===== src/rtl/vend_fsm_multi_if.sv =====
// Front-end (coin/selection/cancel/refill) and actuator (dispense/change/status)
// signal bundle of the multi-beverage vending controller.
interface vend_fsm_multi_if #(
   parameter int N_BEV = 4,
   parameter int CW    = 16
);
   localparam int IW = (N_BEV > 1) ? $clog2(N_BEV) : 1;

   logic [CW-1:0]    coin_in;
   logic             sel_valid;
   logic [IW-1:0]    sel_id;
   logic             cancel_in;
   logic             refill_in;
   logic [IW-1:0]    refill_id;
   logic [CW-1:0]    credit_out;
   logic             bev_valid;
   logic [IW-1:0]    bev_id;
   logic             change_valid;
   logic [CW-1:0]    change_out;
   logic             coin_reject;
   logic             sel_err;
   logic [N_BEV-1:0] sold_out;
   logic             busy;

   modport master (
      output coin_in, sel_valid, sel_id, cancel_in, refill_in, refill_id,
      input  credit_out, bev_valid, bev_id, change_valid, change_out,
             coin_reject, sel_err, sold_out, busy
   );

   modport slave (
      input  coin_in, sel_valid, sel_id, cancel_in, refill_in, refill_id,
      output credit_out, bev_valid, bev_id, change_valid, change_out,
             coin_reject, sel_err, sold_out, busy
   );
endinterface


===== src/rtl/vend_fsm_multi.sv =====
// Multi-product vending controller: coin credit, per-product price and stock,
// cancel/refund and cycle-counted dispense/change sequencing.
module vend_fsm_multi #(
   parameter int                   N_BEV       = 4,
   parameter int                   CW          = 16,
   parameter logic [N_BEV*CW-1:0]  PRICES      = {16'd100, 16'd70, 16'd50, 16'd30},
   parameter int                   STOCK_W     = 4,
   parameter int                   STOCK_INIT  = 8,
   parameter int                   STOCK_MAX   = 15,
   parameter int                   DISP_DLY    = 1,
   parameter int                   CHG_DLY     = 2,
   parameter int                   MAX_CREDIT  = 500,
   parameter int                   KEEP_CREDIT = 1
) (
   input  logic            clk,
   input  logic            rst,
   vend_fsm_multi_if.slave bus
);
   localparam int IW = (N_BEV > 1) ? $clog2(N_BEV) : 1;
   localparam int DW = 16;

   typedef enum logic [2:0] {
      IDLE      = 3'd0,
      WAIT_DISP = 3'd1,
      DISPENSE  = 3'd2,
      CHG_CHECK = 3'd3,
      WAIT_CHG  = 3'd4,
      CHANGE    = 3'd5
   } state_t;

   function automatic logic [CW-1:0] price_of(input logic [IW-1:0] idx);
      logic [CW-1:0] p;
      p = '0;
      for (int i = 0; i < N_BEV; i++) begin
         p = (idx == IW'(i)) ? PRICES[i*CW +: CW] : p;
      end
      return p;
   endfunction

   function automatic logic [CW-1:0] min_price();
      logic [CW-1:0] m;
      m = PRICES[CW-1:0];
      for (int i = 1; i < N_BEV; i++) begin
         m = (PRICES[i*CW +: CW] < m) ? PRICES[i*CW +: CW] : m;
      end
      return m;
   endfunction

   function automatic logic is_denom(input logic [CW-1:0] c);
      return (c == CW'(16'd10))  || (c == CW'(16'd20))  || (c == CW'(16'd50)) ||
             (c == CW'(16'd100)) || (c == CW'(16'd200));
   endfunction

   localparam logic [CW-1:0] MIN_PRICE = min_price();

   state_t             state_r, state_s;
   logic [DW-1:0]      cnt_r, cnt_s;
   logic [CW-1:0]      credit_r, credit_s;
   logic [IW-1:0]      id_r, id_s;
   logic [STOCK_W-1:0] stock_r [N_BEV];
   logic [STOCK_W-1:0] stock_s [N_BEV];
   logic               bev_valid_r, bev_valid_s;
   logic [IW-1:0]      bev_id_r, bev_id_s;
   logic               change_valid_r, change_valid_s;
   logic [CW-1:0]      change_out_r, change_out_s;
   logic               coin_reject_r, coin_reject_s;
   logic               sel_err_r, sel_err_s;
   logic [N_BEV-1:0]   sold_out_r, sold_out_s;
   logic               busy_r, busy_s;
   logic               dispense_s, coin_nz_s, coin_legal_s, sel_stock_s, sel_ok_s;
   logic               cancel_acc_s, sel_acc_s;
   logic [CW:0]        coin_sum_s;
   logic [N_BEV-1:0]   inc_s, dec_s;

   // Acceptance qualifiers for the inputs sampled in IDLE
   always_comb begin
      coin_nz_s    = (bus.coin_in != '0);
      coin_sum_s   = {1'b0, credit_r} + {1'b0, bus.coin_in};
      coin_legal_s = is_denom(bus.coin_in) && (coin_sum_s <= (CW+1)'(MAX_CREDIT));
      sel_stock_s  = 1'b0;
      for (int i = 0; i < N_BEV; i++) begin
         sel_stock_s = (bus.sel_id == IW'(i)) ? (stock_r[i] != '0) : sel_stock_s;
      end
      sel_ok_s     = (int'(bus.sel_id) < N_BEV) && (credit_r >= price_of(bus.sel_id)) && sel_stock_s;
      cancel_acc_s = bus.cancel_in && (credit_r != '0);
      sel_acc_s    = !cancel_acc_s && bus.sel_valid && sel_ok_s;
   end

   // Next-state and next-output logic of the sale sequencer
   always_comb begin
      state_s        = state_r;
      cnt_s          = cnt_r;
      credit_s       = credit_r;
      id_s           = id_r;
      bev_valid_s    = 1'b0;
      bev_id_s       = bev_id_r;
      change_valid_s = 1'b0;
      change_out_s   = '0;
      coin_reject_s  = coin_nz_s;
      sel_err_s      = 1'b0;
      dispense_s     = 1'b0;
      case (state_r)
         IDLE: begin
            sel_err_s = !cancel_acc_s && bus.sel_valid && !sel_ok_s;
            if (cancel_acc_s) begin
               state_s = WAIT_CHG;
               cnt_s   = '0;
            end else if (sel_acc_s) begin
               state_s = WAIT_DISP;
               cnt_s   = '0;
               id_s    = bus.sel_id;
            end else begin
               state_s = IDLE;
            end
            // A coin is only banked when no cancel or sale was taken this edge
            if (!cancel_acc_s && !sel_acc_s && coin_legal_s) begin
               credit_s      = coin_sum_s[CW-1:0];
               coin_reject_s = 1'b0;
            end else begin
               coin_reject_s = coin_nz_s;
            end
         end
         WAIT_DISP: begin
            if (cnt_r == DW'(DISP_DLY - 1)) begin
               state_s = DISPENSE;
            end else begin
               cnt_s = cnt_r + DW'(1'b1);
            end
         end
         DISPENSE: begin
            bev_valid_s = 1'b1;
            bev_id_s    = id_r;
            credit_s    = credit_r - price_of(id_r);
            dispense_s  = 1'b1;
            state_s     = CHG_CHECK;
         end
         CHG_CHECK: begin
            if (credit_r == '0) begin
               state_s = IDLE;
            end else if ((KEEP_CREDIT != 0) && (credit_r >= MIN_PRICE)) begin
               state_s = IDLE;
            end else begin
               state_s = WAIT_CHG;
               cnt_s   = '0;
            end
         end
         WAIT_CHG: begin
            if (cnt_r == DW'(CHG_DLY - 1)) begin
               state_s = CHANGE;
            end else begin
               cnt_s = cnt_r + DW'(1'b1);
            end
         end
         CHANGE: begin
            change_valid_s = 1'b1;
            change_out_s   = credit_r;
            credit_s       = '0;
            state_s        = IDLE;
         end
         default: begin
            state_s = IDLE;
         end
      endcase
      busy_s = (state_s != IDLE);
   end

   // Stock bookkeeping: a refill and a dispense of the same product cancel out
   always_comb begin
      for (int i = 0; i < N_BEV; i++) begin
         inc_s[i] = bus.refill_in && (bus.refill_id == IW'(i));
         dec_s[i] = dispense_s && (id_r == IW'(i));
         if (inc_s[i] && !dec_s[i]) begin
            stock_s[i] = (stock_r[i] >= STOCK_W'(STOCK_MAX)) ? stock_r[i] : stock_r[i] + STOCK_W'(1'b1);
         end else if (dec_s[i] && !inc_s[i]) begin
            stock_s[i] = stock_r[i] - STOCK_W'(1'b1);
         end else begin
            stock_s[i] = stock_r[i];
         end
         sold_out_s[i] = (stock_s[i] == '0);
      end
   end

   // State, stock and registered outputs
   always_ff @(posedge clk) begin
      if (rst) begin
         state_r        <= IDLE;
         cnt_r          <= '0;
         credit_r       <= '0;
         id_r           <= '0;
         for (int i = 0; i < N_BEV; i++) stock_r[i] <= STOCK_W'(STOCK_INIT);
         bev_valid_r    <= 1'b0;
         bev_id_r       <= '0;
         change_valid_r <= 1'b0;
         change_out_r   <= '0;
         coin_reject_r  <= 1'b0;
         sel_err_r      <= 1'b0;
         sold_out_r     <= (STOCK_INIT == 0) ? {N_BEV{1'b1}} : {N_BEV{1'b0}};
         busy_r         <= 1'b0;
      end else begin
         state_r        <= state_s;
         cnt_r          <= cnt_s;
         credit_r       <= credit_s;
         id_r           <= id_s;
         for (int i = 0; i < N_BEV; i++) stock_r[i] <= stock_s[i];
         bev_valid_r    <= bev_valid_s;
         bev_id_r       <= bev_id_s;
         change_valid_r <= change_valid_s;
         change_out_r   <= change_out_s;
         coin_reject_r  <= coin_reject_s;
         sel_err_r      <= sel_err_s;
         sold_out_r     <= sold_out_s;
         busy_r         <= busy_s;
      end
   end

   assign bus.credit_out   = credit_r;
   assign bus.bev_valid    = bev_valid_r;
   assign bus.bev_id       = bev_id_r;
   assign bus.change_valid = change_valid_r;
   assign bus.change_out   = change_out_r;
   assign bus.coin_reject  = coin_reject_r;
   assign bus.sel_err      = sel_err_r;
   assign bus.sold_out     = sold_out_r;
   assign bus.busy         = busy_r;
endmodule


===== src/flat_wrapper.sv =====
// flat-port wrapper written by rule: the top's interface ports become plain ports
module vend_fsm_multi_flat 
#(
   parameter int                   N_BEV       = 4,
   parameter int                   CW          = 16,
   parameter logic [N_BEV*CW-1:0]  PRICES      = {16'd100, 16'd70, 16'd50, 16'd30},
   parameter int                   STOCK_W     = 4,
   parameter int                   STOCK_INIT  = 8,
   parameter int                   STOCK_MAX   = 15,
   parameter int                   DISP_DLY    = 1,
   parameter int                   CHG_DLY     = 2,
   parameter int                   MAX_CREDIT  = 500,
   parameter int                   KEEP_CREDIT = 1
)
  (clk, rst, bus_coin_in, bus_sel_valid, bus_sel_id, bus_cancel_in, bus_refill_in, bus_refill_id, bus_credit_out, bus_bev_valid, bus_bev_id, bus_change_valid, bus_change_out, bus_coin_reject, bus_sel_err, bus_sold_out, bus_busy);
  vend_fsm_multi_if #(.N_BEV(N_BEV), .CW(CW)) bus_i ();
  input  logic clk;
  input  logic rst;
  input wire logic [$bits(bus_i.coin_in)-1:0] bus_coin_in;
  input wire logic [$bits(bus_i.sel_valid)-1:0] bus_sel_valid;
  input wire logic [$bits(bus_i.sel_id)-1:0] bus_sel_id;
  input wire logic [$bits(bus_i.cancel_in)-1:0] bus_cancel_in;
  input wire logic [$bits(bus_i.refill_in)-1:0] bus_refill_in;
  input wire logic [$bits(bus_i.refill_id)-1:0] bus_refill_id;
  output wire logic [$bits(bus_i.credit_out)-1:0] bus_credit_out;
  output wire logic [$bits(bus_i.bev_valid)-1:0] bus_bev_valid;
  output wire logic [$bits(bus_i.bev_id)-1:0] bus_bev_id;
  output wire logic [$bits(bus_i.change_valid)-1:0] bus_change_valid;
  output wire logic [$bits(bus_i.change_out)-1:0] bus_change_out;
  output wire logic [$bits(bus_i.coin_reject)-1:0] bus_coin_reject;
  output wire logic [$bits(bus_i.sel_err)-1:0] bus_sel_err;
  output wire logic [$bits(bus_i.sold_out)-1:0] bus_sold_out;
  output wire logic [$bits(bus_i.busy)-1:0] bus_busy;
  assign bus_i.coin_in = bus_coin_in;
  assign bus_i.sel_valid = bus_sel_valid;
  assign bus_i.sel_id = bus_sel_id;
  assign bus_i.cancel_in = bus_cancel_in;
  assign bus_i.refill_in = bus_refill_in;
  assign bus_i.refill_id = bus_refill_id;
  assign bus_credit_out = bus_i.credit_out;
  assign bus_bev_valid = bus_i.bev_valid;
  assign bus_bev_id = bus_i.bev_id;
  assign bus_change_valid = bus_i.change_valid;
  assign bus_change_out = bus_i.change_out;
  assign bus_coin_reject = bus_i.coin_reject;
  assign bus_sel_err = bus_i.sel_err;
  assign bus_sold_out = bus_i.sold_out;
  assign bus_busy = bus_i.busy;
  vend_fsm_multi #(.N_BEV(N_BEV), .CW(CW), .PRICES(PRICES), .STOCK_W(STOCK_W), .STOCK_INIT(STOCK_INIT), .STOCK_MAX(STOCK_MAX), .DISP_DLY(DISP_DLY), .CHG_DLY(CHG_DLY), .MAX_CREDIT(MAX_CREDIT), .KEEP_CREDIT(KEEP_CREDIT)) u_core (.clk(clk), .rst(rst), .bus(bus_i));
endmodule

===== config.mk =====
export PLATFORM = sky130hd
export DESIGN_NAME = vend_fsm_multi_flat
export DESIGN_NICKNAME = d
export VERILOG_FILES = /design/src/rtl/vend_fsm_multi_if.sv /design/src/rtl/vend_fsm_multi.sv /design/src/flat_wrapper.sv
export SDC_FILE = /design/constraint.sdc
export NUM_CORES = 1
export LEC_CHECK = 0
export CAP_MARGIN = 0
export CORE_MARGIN = 3
export CORE_UTILIZATION = 40
export DETAILED_ROUTE_END_ITERATION = 12
export PLACE_DENSITY = 0.71
export SYNTH_ARGS = -nofsm -noshare
export SYNTH_HDL_FRONTEND = slang
export SYNTH_SLANG_ARGS = --single-unit

===== constraint.sdc =====
create_clock -name clk -period 3.6 [get_ports clk]
set_input_delay 0.72 -clock clk [delete_from_list [all_inputs] [get_ports clk]]
set_output_delay 0.72 -clock clk [all_outputs]
set_load 0.01 [all_outputs]

==> results of run 1 <==
[through the flow]
stage | area [µm²] | cells | hold WS [ps] | total power [µW]
finish | 6924 | 962 | 463.0 | 4138
detailed placement | 6556 | 946 | 448.0 | 3207
global placement | 6556 | 946 | 446.4 | 3151
global route | 6924 | 962 | 485.0 | 4418
floorplan | 5295 | 670 | 478.3 | 2448
CTS | 6844 | 962 | 464.9 | 4104
[kinds of logic after synthesis]
logic type      count (synthesis)  share of synthesized area, %
xor+xnor                       34                         5.624
simple gates                  292                         28.64
mux                             2                        0.3781
fa+ha+maj                      41                         9.972
buf+inv                        60                         4.797
compound gates                161                         20.35
flops                          80                         30.25
[worst max-delay path: stages]
cell and delay, ps:
clkdlybuf4s50_1 520, ha_1 270, or2_2 300, o211a_4 170
o31ai_4 240, mux2i_1 240, o2111ai_2 140, nor4b_2 250
nor4b_2 220, buf_4 170, nand2b_4 140, buf_12 130
a311oi_2 90
[flip-flops by register name (all words and copies together), names as in the netlist]
register	flops
u_core.id_r	2
u_core.state_r	3
u_core.bus.coin_reject	1
u_core.bus.sel_err	1
u_core.stock_r	16
u_core.cnt_r	16
u_core.bus.busy	1
u_core.bus.sold_out	4
u_core.bus.change_valid	1
u_core.bus.bev_valid	1
u_core.bus.change_out	16
u_core.bus.credit_out	16
u_core.bus.bev_id	2
[path summary, 6_finish.rpt]
| check | from | endpoint | slack, ps | cells after the start |
|---|---|---|---|---|
| setup / recovery | bus_coin_in[3] | u_core.bus.credit_out[15]$_SDFFE_PP0P_ | 180 | 13 |
| hold / removal | u_core.bus.bev_id[1]$_SDFFE_PP0P_ | u_core.bus.bev_id[1]$_SDFFE_PP0P_ | 460 | 2 |
| setup reg to reg | u_core.bus.credit_out[2]$_SDFFE_PP0P_ | u_core.bus.credit_out[15]$_SDFFE_PP0P_ | 490 | 12 |
| hold reg to reg | u_core.bus.bev_id[1]$_SDFFE_PP0P_ | u_core.bus.bev_id[1]$_SDFFE_PP0P_ | 460 | 2 |
[routing by layer]
metal  global-route usage [%]  part of all wire, %  vias up
met5                        0                    0        -
met4                    7.649                  1.8        0
met3                    3.357                  5.5       27
met2                    34.39                   47      196
met1                    26.31                   45     2534
li1                         -                    -     2657
[final cells by class]
cell class                 instances  area [µm²]
multi-input combinational        530        3517
inverter                          33       123.9
tap                              172       215.2
sequential                        80        1602
clock buffer                       9       225.2
fill                            1111        5849
timing repair buffer             131        1179
clock inverter                     7       62.56
[repair_timing]
action | in CTS | in global routing
setup endpoints to repair | 1 | 16
resized for setup | 0 | 16
setup buffers | 0 | 0
pin swaps | 1 | 7
[layout by cell type, fill, tap and decap left out, drive strengths merged, types with 21 or more instances in the layout]
cell type / n
nand3: 26
a21oi: 48
nor3: 26
nand2: 62
inv: 37
nor2: 74
dfxtp: 80
a31oi: 21
buf: 64
clkdlybuf4s50: 66
ha: 39
o21ai: 30
xnor2: 26
[where the power goes]
| part | internal [µW] | total (µW) | switching [µW] |
|---|---|---|---|
| combinational | 976 | 2130 | 1160 |
| clock | 482 | 886 | 404 |
| sequential | 976 | 1120 | 144 |
==> results_dict.tcl, run 1 <==
set metrics [dict create \
    crit_required_ps 3800 \
    firstDrtPassIters 5 \
    start_util_pct 41.45 \
    p_leak_uw 0.002821 \
    yosys-top-cells-count "dfxtp_1, nor2_1, nand2_1" \
    status "completed" \
    ys_dominant_reg_cell "dfxtp_1" \
    grt_pass1_vias 5211 \
    power.density_mw_per_mm2 597.7 \
    layout-drive-gt1-share_pct 13.92 \
    routed_via_density 5.628 \
    fin_ws_ps 183.1 \
    detailed_place_hpwl_um 11330 \
    synthCells 670 \
    clk_pin_slew_ps 60 \
    place_ws_ps -327.7 \
    slew_viol_final 0 \
    fin_crit_ps 3417 \
    mappedNetlistArea_mm2 0.005295 \
    slew_headroom_pct 37.19 \
    synthesis.nets 736 \
    drtAntennaViolNets 0 \
    synth_area_leaders "dfxtp_1, ha_1, nor2_1" \
    tightest_slew_ps 938.8 \
    post-route-period-util_pct 94.92 \
    rows 41 \
    cap_violations 0 \
    synth-edff-count 0 \
    cts-buffers-inserted 9 \
    synth_top_area_cell "dfxtp_1" \
    dieArea_mm2 0.01465 \
    cts.sinks 80 \
    finalHoldViolCount 0 \
    yosys.area.top_type_share_pct 30.25 \
    htreeDepth 3 \
    arrival_ps 3610 \
    fmax_mhz 292.7 \
    clk_latency_ps 340 \
    gp_congestion 0.9416 \
    layout.nets 851 \
    startpoint_type "input port" \
    cp_max_fo 9 \
    ys_async_sr_fraction_pct 0 \
    tns_ps 0 \
    synth_most_common_cell "dfxtp_1" \
    ir_drop_v 0.0004316 \
    area_delta_synth_final_pct 30.77 \
    rsz0062_at_grt "no" \
    drc_errors 0 \
    hp-class "flop to flop" \
    finalSetupViolations 0 \
    vias 5414 \
    cts_tree "built" \
    clockRootBuffer "clkbuf_16" \
    antennaDiodeCount 0 \
    cts_buffer_depth 2 \
    ys_warn_count 0 \
    portBuffers 67 \
    drt_iter0_drc 383 \
    io_pins 68 \
    dieHeight_um 121.1 \
    grt_max_degree 22 \
    crit_type "input port to flop" \
    cts_hold_buf 0 \
    wl_per_cell_um 15.61 \
    avgSynthCellArea_um2 7.903 \
    core_area_mm2 0.01277 \
    clock-skew-final_ps 7.261 \
    overflow 0 \
    ys_types 75 \
    dieWidth_um 121.1 \
    grt_use_total_pct 20.46 \
    ys_seq_area_share_pct 30.25 \
    end_kind "flop" \
    finalWirelength_um 15020 \
    antenna_found_initial 0 \
    grt_pass1_wl_um 24590 \
    utilization_pct 54.21 \
    synth_seq_cells 80 \
]
Note: power is estimated with default switching activity, not from simulation.
==> inputs of run 2 (changes only) <==
CTS_CLUSTER_DIAMETER = 40   (was not set)
==> results of run 2 <==
The final DEF is identical to that of run 1; final timing and power are the same.
==> inputs of run 3 (changes only) <==
GPL_ROUTABILITY_DRIVEN = 0   (was not set)
==> run 3 against run 2 <==
Against the previous run: non-clock buffer count rose by 2; highest routed layer unchanged; setup slack got worse by 39 ps; utilization fell by 0.19 points; sequential share of layout area rose by 0.080 points; largest cell class unchanged.
==> results_dict.tcl, run 3 (same netlist as run 1, synthesis figures left out) <==
set metrics [dict create \
    status "completed" \
    start_util_pct 41.45 \
    area_delta_synth_final_pct 30.32 \
    place_ws_ps -365.9 \
    routed_via_density 5.580 \
    drt_iter0_drc 334 \
    finalPower_uw 4135 \
    grt_use_met1_pct 25.43 \
    antenna_found_initial 0 \
    cts.sinks 80 \
    crit_slowest_cell "clkdlybuf4s50_1" \
    clockRootBuffer "clkbuf_16" \
    reg2reg_setup_slack_ps 450 \
    use_met2_pct 34.28 \
    post-route-period-util_pct 95.99 \
    antennaDiodeCount 0 \
    fill_cells 1177 \
    drtAntennaViolNets 0 \
    fin_ws_ps 144.5 \
    firstDrtPassIters 5 \
    io_pins 68 \
    power.density_mw_per_mm2 599.3 \
    cts_tree "built" \
    design_area_mm2 0.006900 \
    fin_hold_ws_ps 474.4 \
    clk_pin_slew_ps 60 \
    clock-skew-final_ps 7.553 \
    overflow 0 \
    rsz0062_at_grt "no" \
    vias 5379 \
    arrival_ps 3670 \
    end_kind "flop" \
    grt_use_total_pct 20.63 \
    rows 41 \
    grt_max_degree 23 \
    grt.met3_usage_pct 4.429 \
    cp_max_fo 9 \
    cp_cell_sequence "clkdlybuf4s50_1, ha_1, buf_4, o211ai_1, o211ai_1, buf_4, a41oi_2, buf_4, xnor2_1, nor4b_1, nor4b_2, buf_4, nand2b_4, buf_12, a311oi_1" \
    ir_drop_v 0.0003570 \
    final_common_cell "dfxtp_1" \
    cts_buffer_depth 2 \
    fin_crit_ps 3456 \
    grt_pass1_wl_um 24570 \
    dpl_cell_area_mm2 0.006564 \
    cts-buffers-inserted 9 \
    portBuffers 67 \
    tightest_slew_ps 1025 \
    slew_viol_final 0 \
    dieWidth_um 121.1 \
    grt_pass1_vias 5256 \
    p_leak_uw 0.002825 \
    top_usage_layer "met2" \
    tns_ps 0 \
    finalWirelength_um 15000 \
    finalHoldViolCount 0 \
    crit_type "input port to flop" \
    r2r_end "u_core.bus.credit_out[9]$_SDFFE_PP0P_" \
    cap_violations 0 \
    crit_required_ps 3820 \
    drc_errors 0 \
    mostFrequentLayoutCells "dfxtp_1, nor2_1, clkdlybuf4s50_1" \
    fmax_mhz 289.4 \
    slew_headroom_pct 31.41 \
    wl_per_cell_um 15.56 \
    crit_path_end "u_core.bus.credit_out[9]$_SDFFE_PP0P_" \
    htreeDepth 3 \
    r2r_start "u_core.bus.credit_out[1]$_SDFFE_PP0P_" \
    slowest_delay_ps 460 \
    startpoint_type "input port" \
    core_area_mm2 0.01277 \
    dieArea_mm2 0.01465 \
    layout.nets 853 \
    finalSetupViolations 0 \
    detailed_place_hpwl_um 11230 \
    layout-drive-gt1-share_pct 13.51 \
    clk_latency_ps 350 \
    reg2regPathDepth 13 \
    worstSetupStartpoint "bus_coin_in[3]" \
    worst_path_most_repeated_cell "buf_4" \
    hp-class "flop to flop" \
    dieHeight_um 121.1 \
]
## run 3: stage by stage
| stage | util [%] | instances |
|---|---|---|
| finish | 54.02 | 964 |
| global route | 54.02 | 964 |
| CTS | 53.67 | 963 |
| detailed placement | 51.39 | 947 |
| global placement | 51.39 | 947 |
| floorplan | - | 670 |
## run 3: final cells by class
cell class,count,area [µm²],share of cell area [%]
timing repair buffer,133,1197,17.35
sequential,80,1602,23.21
tap,172,215.2,3.119
inverter,33,123.9,1.795
clock buffer,10,239.0,3.463
multi-input combinational,530,3478,50.41
clock inverter,6,45.04,0.6528
## run 3: timing repair
item,CTS,global route
buffers inserted,0,1
hold buffers,0,0
resized for setup,1,10
setup endpoints to repair,7,16
pin swaps,1,7
## run 3: worst min-delay path by stage
stage                                                 start                                end  slack, ps  depth (start not counted)
after floorplan             u_core.stock_r[0][3]$_SDFF_PP1_    u_core.stock_r[0][3]$_SDFF_PP1_        480                          1
after global placement    u_core.bus.bev_id[0]$_SDFFE_PP0P_  u_core.bus.bev_id[0]$_SDFFE_PP0P_        450                          2
after detailed placement  u_core.bus.bev_id[1]$_SDFFE_PP0P_  u_core.bus.bev_id[1]$_SDFFE_PP0P_        460                          2
after CTS                 u_core.bus.bev_id[1]$_SDFFE_PP0P_  u_core.bus.bev_id[1]$_SDFFE_PP0P_        480                          2
after global routing      u_core.bus.bev_id[0]$_SDFFE_PP0P_  u_core.bus.bev_id[0]$_SDFFE_PP0P_        500                          2
final                     u_core.bus.bev_id[1]$_SDFFE_PP0P_  u_core.bus.bev_id[1]$_SDFFE_PP0P_        470                          2
## run 3: per-layer routing
layer | vias to the layer above | wire [µm]
met5 | - | 0
met4 | 0 | 403
met3 | 38 | 917
met2 | 182 | 7051
met1 | 2502 | 6627
li1 | 2657 | -
## run 3: critical path: cells and delay by family
family / cells / cell delay (ps)
buf+inv: 6 / 1210
simple gates: 3 / 700
compound gates: 4 / 590
fa+ha+maj: 1 / 320
xor+xnor: 1 / 120
## run 3: power breakdown
group	switching [µW]	internal (µW)	leakage [µW]	total, µW
Combinational	1150	981	0.00205	2130
Sequential	143	976	0.000647	1120
Clock	394	487	0.000131	881
Total	1690	2440	0.00282	4140
